--- src/rtl/seq_and_join_ctrl.sv ---
// Two-thread "and" join sequencer: thread 1 (a ##1 b ##1 c) and thread 2 (d ##1 e==data) meet in a CHECK cycle.
// Optional macro JOIN_TIMEOUT_EN bounds how long a finished thread waits for its partner.
//
// state   | meaning
// T1_IDLE | thread 1 waiting for a
// T1_B    | thread 1 expects b, captures x1/y
// T1_C    | thread 1 expects c
// T1_DONE | thread 1 finished, waiting for join
// T2_IDLE | thread 2 waiting for d
// T2_CAP  | thread 2 captures x2, expects e==data
// T2_DONE | thread 2 finished, waiting for join
// both DONE is the CHECK cycle
module seq_and_join_ctrl #(
  parameter int DW      = 32,
  parameter int X_OWNER = 1,
  parameter int CHECK_X = 0,
  parameter int TIMEOUT = 8
) (
  input  logic          clk,
  input  logic          rst,
  input  logic          a,
  input  logic          b,
  input  logic          c,
  input  logic          d,
  input  logic [DW-1:0] data,
  input  logic [DW-1:0] data1,
  input  logic [DW-1:0] data2,
  input  logic [DW-1:0] e,
  output logic          busy,
  output logic          match,
  output logic          fail,
  output logic [2:0]    fail_code,
  output logic [DW-1:0] x_out,
  output logic [DW-1:0] y_out,
  output logic [15:0]   match_cnt
);

  typedef enum logic [1:0] {T1_IDLE, T1_B, T1_C, T1_DONE} t1_state_t;
  typedef enum logic [1:0] {T2_IDLE, T2_CAP, T2_DONE} t2_state_t;

  t1_state_t t1_q, t1_d;
  t2_state_t t2_q, t2_d;
  logic [2:0] code1, code2, code_d;
  logic       match_d, fail_d;
  logic       both_done, one_done, cmp_ok, tmo_hit;
  logic       cap1, cap2;

  assign both_done = (t1_q == T1_DONE) && (t2_q == T2_DONE);
  assign one_done  = (t1_q == T1_DONE) ^ (t2_q == T2_DONE);
  // only the owner's x is ever published, so x_out doubles as the owner x for the compare
  assign cmp_ok    = (CHECK_X != 0) ? (data2 == x_out) : (data2 == y_out);
  assign cap1      = (t1_q == T1_B) && b;
  assign cap2      = (t2_q == T2_CAP);
  assign busy      = (t1_q != T1_IDLE) || (t2_q != T2_IDLE);
  assign fail_d    = (code_d != 3'd0);

`ifdef JOIN_TIMEOUT_EN
  localparam int TW = (TIMEOUT > 1) ? $clog2(TIMEOUT) : 1;
  logic [TW-1:0] tmo_cnt;

  // reloads whenever nobody is waiting alone, so join and abort both clear it
  always_ff @(posedge clk) begin
    if (rst || !one_done || fail_d) tmo_cnt <= TW'(TIMEOUT - 1);
    else if (tmo_cnt != '0)         tmo_cnt <= tmo_cnt - TW'(1);
  end

  assign tmo_hit = one_done && (tmo_cnt == '0);
`else
  assign tmo_hit = 1'b0;
`endif

  always_comb begin
    t1_d    = t1_q;
    t2_d    = t2_q;
    code1   = 3'd0;
    code2   = 3'd0;
    code_d  = 3'd0;
    match_d = 1'b0;
    case (t1_q)
      T1_IDLE: if (a) t1_d = T1_B;
      T1_B:    if (b) t1_d = T1_C;    else code1 = 3'd1;
      T1_C:    if (c) t1_d = T1_DONE; else code1 = 3'd2;
      default: ;
    endcase
    case (t2_q)
      T2_IDLE: if (d) t2_d = T2_CAP;
      T2_CAP:  if (e == data) t2_d = T2_DONE; else code2 = 3'd3;
      default: ;
    endcase
    if (code1 != 3'd0)              code_d = code1;
    else if (code2 != 3'd0)         code_d = code2;
    else if (both_done && !cmp_ok)  code_d = 3'd4;
    else if (tmo_hit)               code_d = 3'd5;
    match_d = both_done && cmp_ok;
    if (both_done || (code_d != 3'd0)) begin
      t1_d = T1_IDLE;
      t2_d = T2_IDLE;
    end
  end

  always_ff @(posedge clk) begin
    if (rst) begin
      t1_q      <= T1_IDLE;
      t2_q      <= T2_IDLE;
      match     <= 1'b0;
      fail      <= 1'b0;
      fail_code <= 3'd0;
      x_out     <= '0;
      y_out     <= '0;
      match_cnt <= 16'd0;
    end else begin
      t1_q      <= t1_d;
      t2_q      <= t2_d;
      match     <= match_d;
      fail      <= fail_d;
      fail_code <= code_d;
      if (match_d && (match_cnt != 16'hFFFF)) match_cnt <= match_cnt + 16'd1;
      if (cap1) begin
        y_out <= data1;
        if (X_OWNER == 1) x_out <= data;
      end
      if (cap2 && (X_OWNER == 2)) x_out <= data;
    end
  end

endmodule
--- config.mk ---
export PLATFORM = sky130hd
export DESIGN_NAME = seq_and_join_ctrl
export DESIGN_NICKNAME = d
export VERILOG_FILES = /design/src/rtl/seq_and_join_ctrl.sv
export SDC_FILE = /design/constraint.sdc
export NUM_CORES = 1
export LEC_CHECK = 0
export CAP_MARGIN = 0
export CORE_ASPECT_RATIO = 1.1
export CORE_MARGIN = 4
export CORE_UTILIZATION = 40
export CTS_CLUSTER_SIZE = 14
export DETAILED_ROUTE_END_ITERATION = 6
export PLACE_DENSITY_LB_ADDON = 0.25
export SLEW_MARGIN = 0
export SYNTH_ARGS = -nofsm -noshare
export SYNTH_HDL_FRONTEND = slang
export SYNTH_SLANG_ARGS = --single-unit
--- constraint.sdc ---
create_clock -name clk -period 2.97 [get_ports clk]
set_input_delay 0.891 -clock clk [delete_from_list [all_inputs] [get_ports clk]]
set_output_delay 0.891 -clock clk [all_outputs]
set_load 0.005 [all_outputs]
Word-level counts from Yosys, hierarchy flattened
Cells that the tools add are included.
- register bits: 89
- bits in latches: 0
- memory bits (writable): 0
- bits in read-only memories: 0
- input bits: 134
- memories: 0
- add/subtract/negate cells: 1
- $mul: 0
- div/mod/pow operators: 0
- magnitude comparators: 0
- equal/unequal tests: 13
- shift-type cells: 0
- muxes and demuxes: 15
- bitwise logic cells: 0
- reduce and logical (&&, ||, !) cells: 20
- operators with widths (kind ; number):
    $eq A32 B32 Y1 ; 2
    $add A16 B1 Y16 const B ; 1
    $mux W2 ; 8
    $ne A16 B16 Y1 const B ; 1
    $reduce_bool A3 Y1 ; 4
    $mux W3 ; 3
    $ne A2 B2 Y1 const B ; 4
    $pmux W2 S2 ; 2
    $eq A2 B2 Y1 const B ; 3
    $pmux W2 S3 ; 1
    $reduce_bool A2 Y1 ; 3
    $logic_and A1 B1 Y1 ; 5
    $eq A2 B1 Y1 const B ; 2
    $logic_not A2 Y1 ; 2
    $reduce_and A4 Y1 ; 1
    $reduce_and A3 Y1 ; 1
    $logic_or A1 B1 Y1 ; 2
    $ne A2 B1 Y1 const B ; 1
    $reduce_or A2 Y1 ; 1
    $logic_not A1 Y1 ; 1
    $mux W1 ; 1

Longest topological paths before layout
- depth in word-level cells: 9
- mapped depth: 8
- depth with buffers taken out: 8

Worst setup path after synthesis
No wires, ideal clock.
- path kind: input-to-reg
- start point: input data2[25]
- end point: register match_cnt[7]
- setup time: 0.121 ns
- arrival time: 2.624 ns
- data required time: 2.849 ns
- path slack: 0.225 ns
- stages: 7
- path through: xor2_1 -> nor4_1 -> nand4_1 -> or3_4 -> buf_6 -> nor4b_1 -> mux2_2
- word-level cells in the longest chain between the ends: 3
- ends and longest elaborated chain (element ; RTL line ; RTL):
    from (decl) ; 27 ; input logic [DW-1:0] data2,
    $eq A32 B32 Y1 ; 51 ; assign cmp_ok = (CHECK_X != 0) ? (data2 == x_out) : (data2 == y_out);
    $logic_and A1 B1 Y1 ; 94 ; match_d = both_done && cmp_ok;
    $logic_and A1 B1 Y1 ; 117 ; if (match_d && (match_cnt != 16'hFFFF)) match_cnt <= match_cnt + 16'd1;
    to (signal assigned) ; 117 ;
    to (decl) ; 35 ; output logic [15:0] match_cnt
No other way between the ends.
A chain may end at the register's enable or synchronous reset.

Worst setup path in the final report
- start point: input data2[7]
- end point: register match_cnt[3]
The elaborated chain is that of the path after synthesis.

==> metrics.log <==
INFO  metric grt_antenna_before_repair = 1
INFO  metric clock_path_buffers = 2
INFO  metric grt_start_max_net_pins = 49
INFO  metric final-instance-count-excl-fill = 885
INFO  metric seq_area_frac_synth = between 40% and 50%
INFO  metric via_total_after_detailed_routing = 4459
INFO  metric nets = 880
INFO  metric share_of_cells_above_drive_strength_1 = 6.85%
INFO  metric antennaDiodeCount = 0
INFO  metric place.gp.congestion = 0.885
INFO  metric dp_hpwl = about 11 mm
INFO  metric synth_nets = 665
INFO  metric maxSlewViolCount = 0
INFO  metric post_cts_hold_buffer_count = 0
INFO  metric i_o_pin_count = 220
INFO  metric cts_tree = built
INFO  metric cts.sink_count = slightly below 90
INFO  metric htreeDepth = 3
INFO  metric timing.critical_path.required = around 3200 ps
INFO  metric clk_root_buffer_cell = sky130_fd_sc_hd__clkbuf_8
INFO  metric commonest_non_fill_non_tap_cells_in_the_layout = sky130_fd_sc_hd__clkdlybuf4s50_1, sky130_fd_sc_hd__nand2_1, sky130_fd_sc_hd__dfxtp_1
INFO  metric most_common_cell_after_layout_fill_and_taps_aside = sky130_fd_sc_hd__clkdlybuf4s50_1
INFO  metric crit_path_start_kind = input pin
INFO  metric route.antenna.remaining_nets = 0
INFO  metric slowest_delay = between 400 and 500 ps
INFO  metric die_h = 115 µm
INFO  metric floorplan.core_area = between 10000 and 15000 µm²
INFO  metric count_of_final_setup_violators = 0
INFO  metric placed_cells = 868
INFO  metric first_pass_grt_wire_length = 22.3 mm
INFO  metric yosysWarningCount = 0
INFO  metric p_leak = 2.57 nW
INFO  metric run_status = finished, final reports clean
INFO  metric finalHoldViolCount = 0
INFO  metric buffer_ports.inserted = 219
INFO  metric placed_cell_area = 6530 µm²
INFO  metric clkSlewWorstSetupHoldPaths = about 80 ps
INFO  metric globalRouteTotalUtil = 23.3%
INFO  metric drt-wirelength-per-cell = 16.1 µm
INFO  metric grt_pass1_vias = 4576
INFO  metric worstPathBufferInverterCount = 2
INFO  metric worst_skew_pair.late_latency = 360 ps
INFO  metric grt_overflow = 0
INFO  metric vias_per_cell = 5.04
INFO  metric worstSetupPathType = in -> reg
INFO  metric critical_path.top_delay_family = simple AND/OR/NAND/NOR gates
INFO  metric detailedRoute.firstPassIterationCount = 4
INFO  metric placement_rows = 38
INFO  metric pre_cts_ws = -523 ps
INFO  metric design.die.area = ~12000 µm²
INFO  metric seqCellArea = 1780 µm²
INFO  metric rsz_0062_raised_after_global_routing = no
INFO  metric endpoint_kind = flop
INFO  metric cap_viol_max_count = 0
INFO  metric post-route-cell-area = 6820 µm²
INFO  metric area_growth_syn_to_layout = 63.5%
INFO  metric power_density = 461 nW/µm²
INFO  metric max_freq = 0.345 GHz
INFO  metric cts_inserted_buffers = 9
INFO  metric synth_cell_types = 35
INFO  metric report.power.total = 3.14 mW
INFO  metric worst_ir_drop_vdd = between 0.0003 and 0.0004 V
INFO  metric syn_avg_cell_area = 7.93 µm²
INFO  metric worstPathMaxFanout = 7
INFO  metric slew_headroom = a little over half
INFO  metric drt_drc = 0
INFO  metric fin_hold_ws = 457 ps
INFO  metric initial_core_util = 41.6%
INFO  metric postSynthRegisterBits = 89
INFO  metric fillerInstances = 798
INFO  metric hold_path.class = reg -> reg
INFO  metric first_iter_violations = 212
INFO  metric multiInputGateArea = 2340 µm²
INFO  metric final_min_period_over_clock_period = 97.7%
INFO  metric worstPathArrival = 3160 ps
INFO  metric setup_slack = 68.2 ps
INFO  metric syn_area = 4170 µm²
INFO  metric crit_path_max_delay_cell_type = sky130_fd_sc_hd__or3_4
INFO  metric finalWirelength = ~14 mm
INFO  metric worstMarginPinSlew = about 700 ps
INFO  metric final.setup_skew = roughly 9.4 ps
INFO  metric worstPathCellList = clkdlybuf4s50_1 > xor2_1 > nor4_2 > nand4_1 > or3_4 > buf_4 > nor3_2 > mux2_2
INFO  metric die_width = 105 µm
INFO  metric layout_min_cycle_time = 2900 ps
INFO  metric syn_inst = 526
==> state kept, by name, summed over array words and instances (netlist names) <==
signal	count
t1_q	2
match_cnt	16
match	1
t2_q	2
x_out	32
y_out	32
fail_code	3
fail	1
==> worst register-to-register path, delay by kind of cell, from the launching register on <==
family,cells,cell delay [ps]
xor gates and xnor gates,1,170
buffers and inverters,2,330
DFF,1,340
muxes,1,350
and+or+nand+nor,4,1130
==> synthesized netlist by cell type, drive strengths merged <==
master / n / area [µm²]
mux2: 5 / 56.3
a21oi: 79 / 395
buf: 11 / 51.3
nor4: 20 / 125
nor3: 5 / 25.0
o311ai: 1 / 8.76
dfxtp: 89 / 1780
nand2b: 3 / 18.8
nor4b: 1 / 8.76
nor2: 19 / 71.3
nor2b: 6 / 37.5
o31ai: 4 / 30.0
clkbuf: 17 / 63.8
o22ai: 2 / 12.5
and3b: 1 / 8.76
and3: 3 / 18.8
nand4: 6 / 37.5
or3: 6 / 42.5
nand3: 8 / 40.0
or4: 5 / 37.5
xor2: 64 / 561
nand2: 142 / 533
o31a: 1 / 8.76
nand3b: 3 / 22.5
inv: 6 / 22.5
ha: 5 / 62.6
nor3b: 1 / 7.51
o21ba: 1 / 10.0
o21ai: 7 / 35.0
and2: 2 / 12.5
mux2i: 1 / 10.0
or2: 2 / 12.5
==> per-stage QoR <==
stage          setup TNS [ps]  utilization [%]
2_1_floorplan               0                -
3_3_place_gp            -5400             65.1
3_5_place_dp            -6130             65.1
4_1_cts                 -1.94             67.2
5_1_grt                     0             67.9
6_report                    0             67.9
==> timing repair <==
item | CTS | global route
pin swaps | 5 | 13
gates resized for setup | 10 | 20
cloned | 1 | 0
setup buffers | 0 | 1
endpoints found under the setup margin | 9 | 10
==> worst paths after layout <==
check / endpoint / startpoint / slack, ps / cells after the start
worst min register to register: x_out[25] / x_out[25] / 460 / 2
worst max register to register: match_cnt[3] / y_out[4] / 540 / 8
worst min-delay path: x_out[25] / x_out[25] / 460 / 2
worst max-delay path: match_cnt[3] / data2[7] / 70 / 8
==> report_power, final <==
part           internal (mW)  total (mW)  switching [mW]  leakage [nW]
Sequential              1.31        1.40          0.0921         0.721
Combinational          0.539        1.00           0.461          1.77
Clock                  0.320       0.735           0.415        0.0822
==> metal layers <==
metal  global-route usage [%]  wire length [µm]  vias to the layer above
li1                         -                 -                     2195
met1                     24.2              5170                     2039
met2                     42.7              7350                      195
met3                     8.03              1370                       28
met4                     9.80               351                        2
met5                        0                12                        -
==> kinds of logic after synthesis <==
group | after synthesis | synth area share [%]
simple gates | 233 | 25.4
compound gates | 95 | 12.0
flops | 89 | 42.7
xor+xnor | 64 | 13.4
buf+inv | 34 | 3.30
mux | 6 | 1.59
fa+ha+maj | 5 | 1.50
==> cell type report <==
cell class | count | area share, %
clock buffer | 12 | 2.13
tap | 140 | 2.57
clock inverter | 3 | 0.257
timing repair buffer | 231 | 34.3
inverter | 6 | 0.330
sequential | 89 | 26.1
multi-input combinational | 404 | 34.3
(Power assumes the default switching activity.)
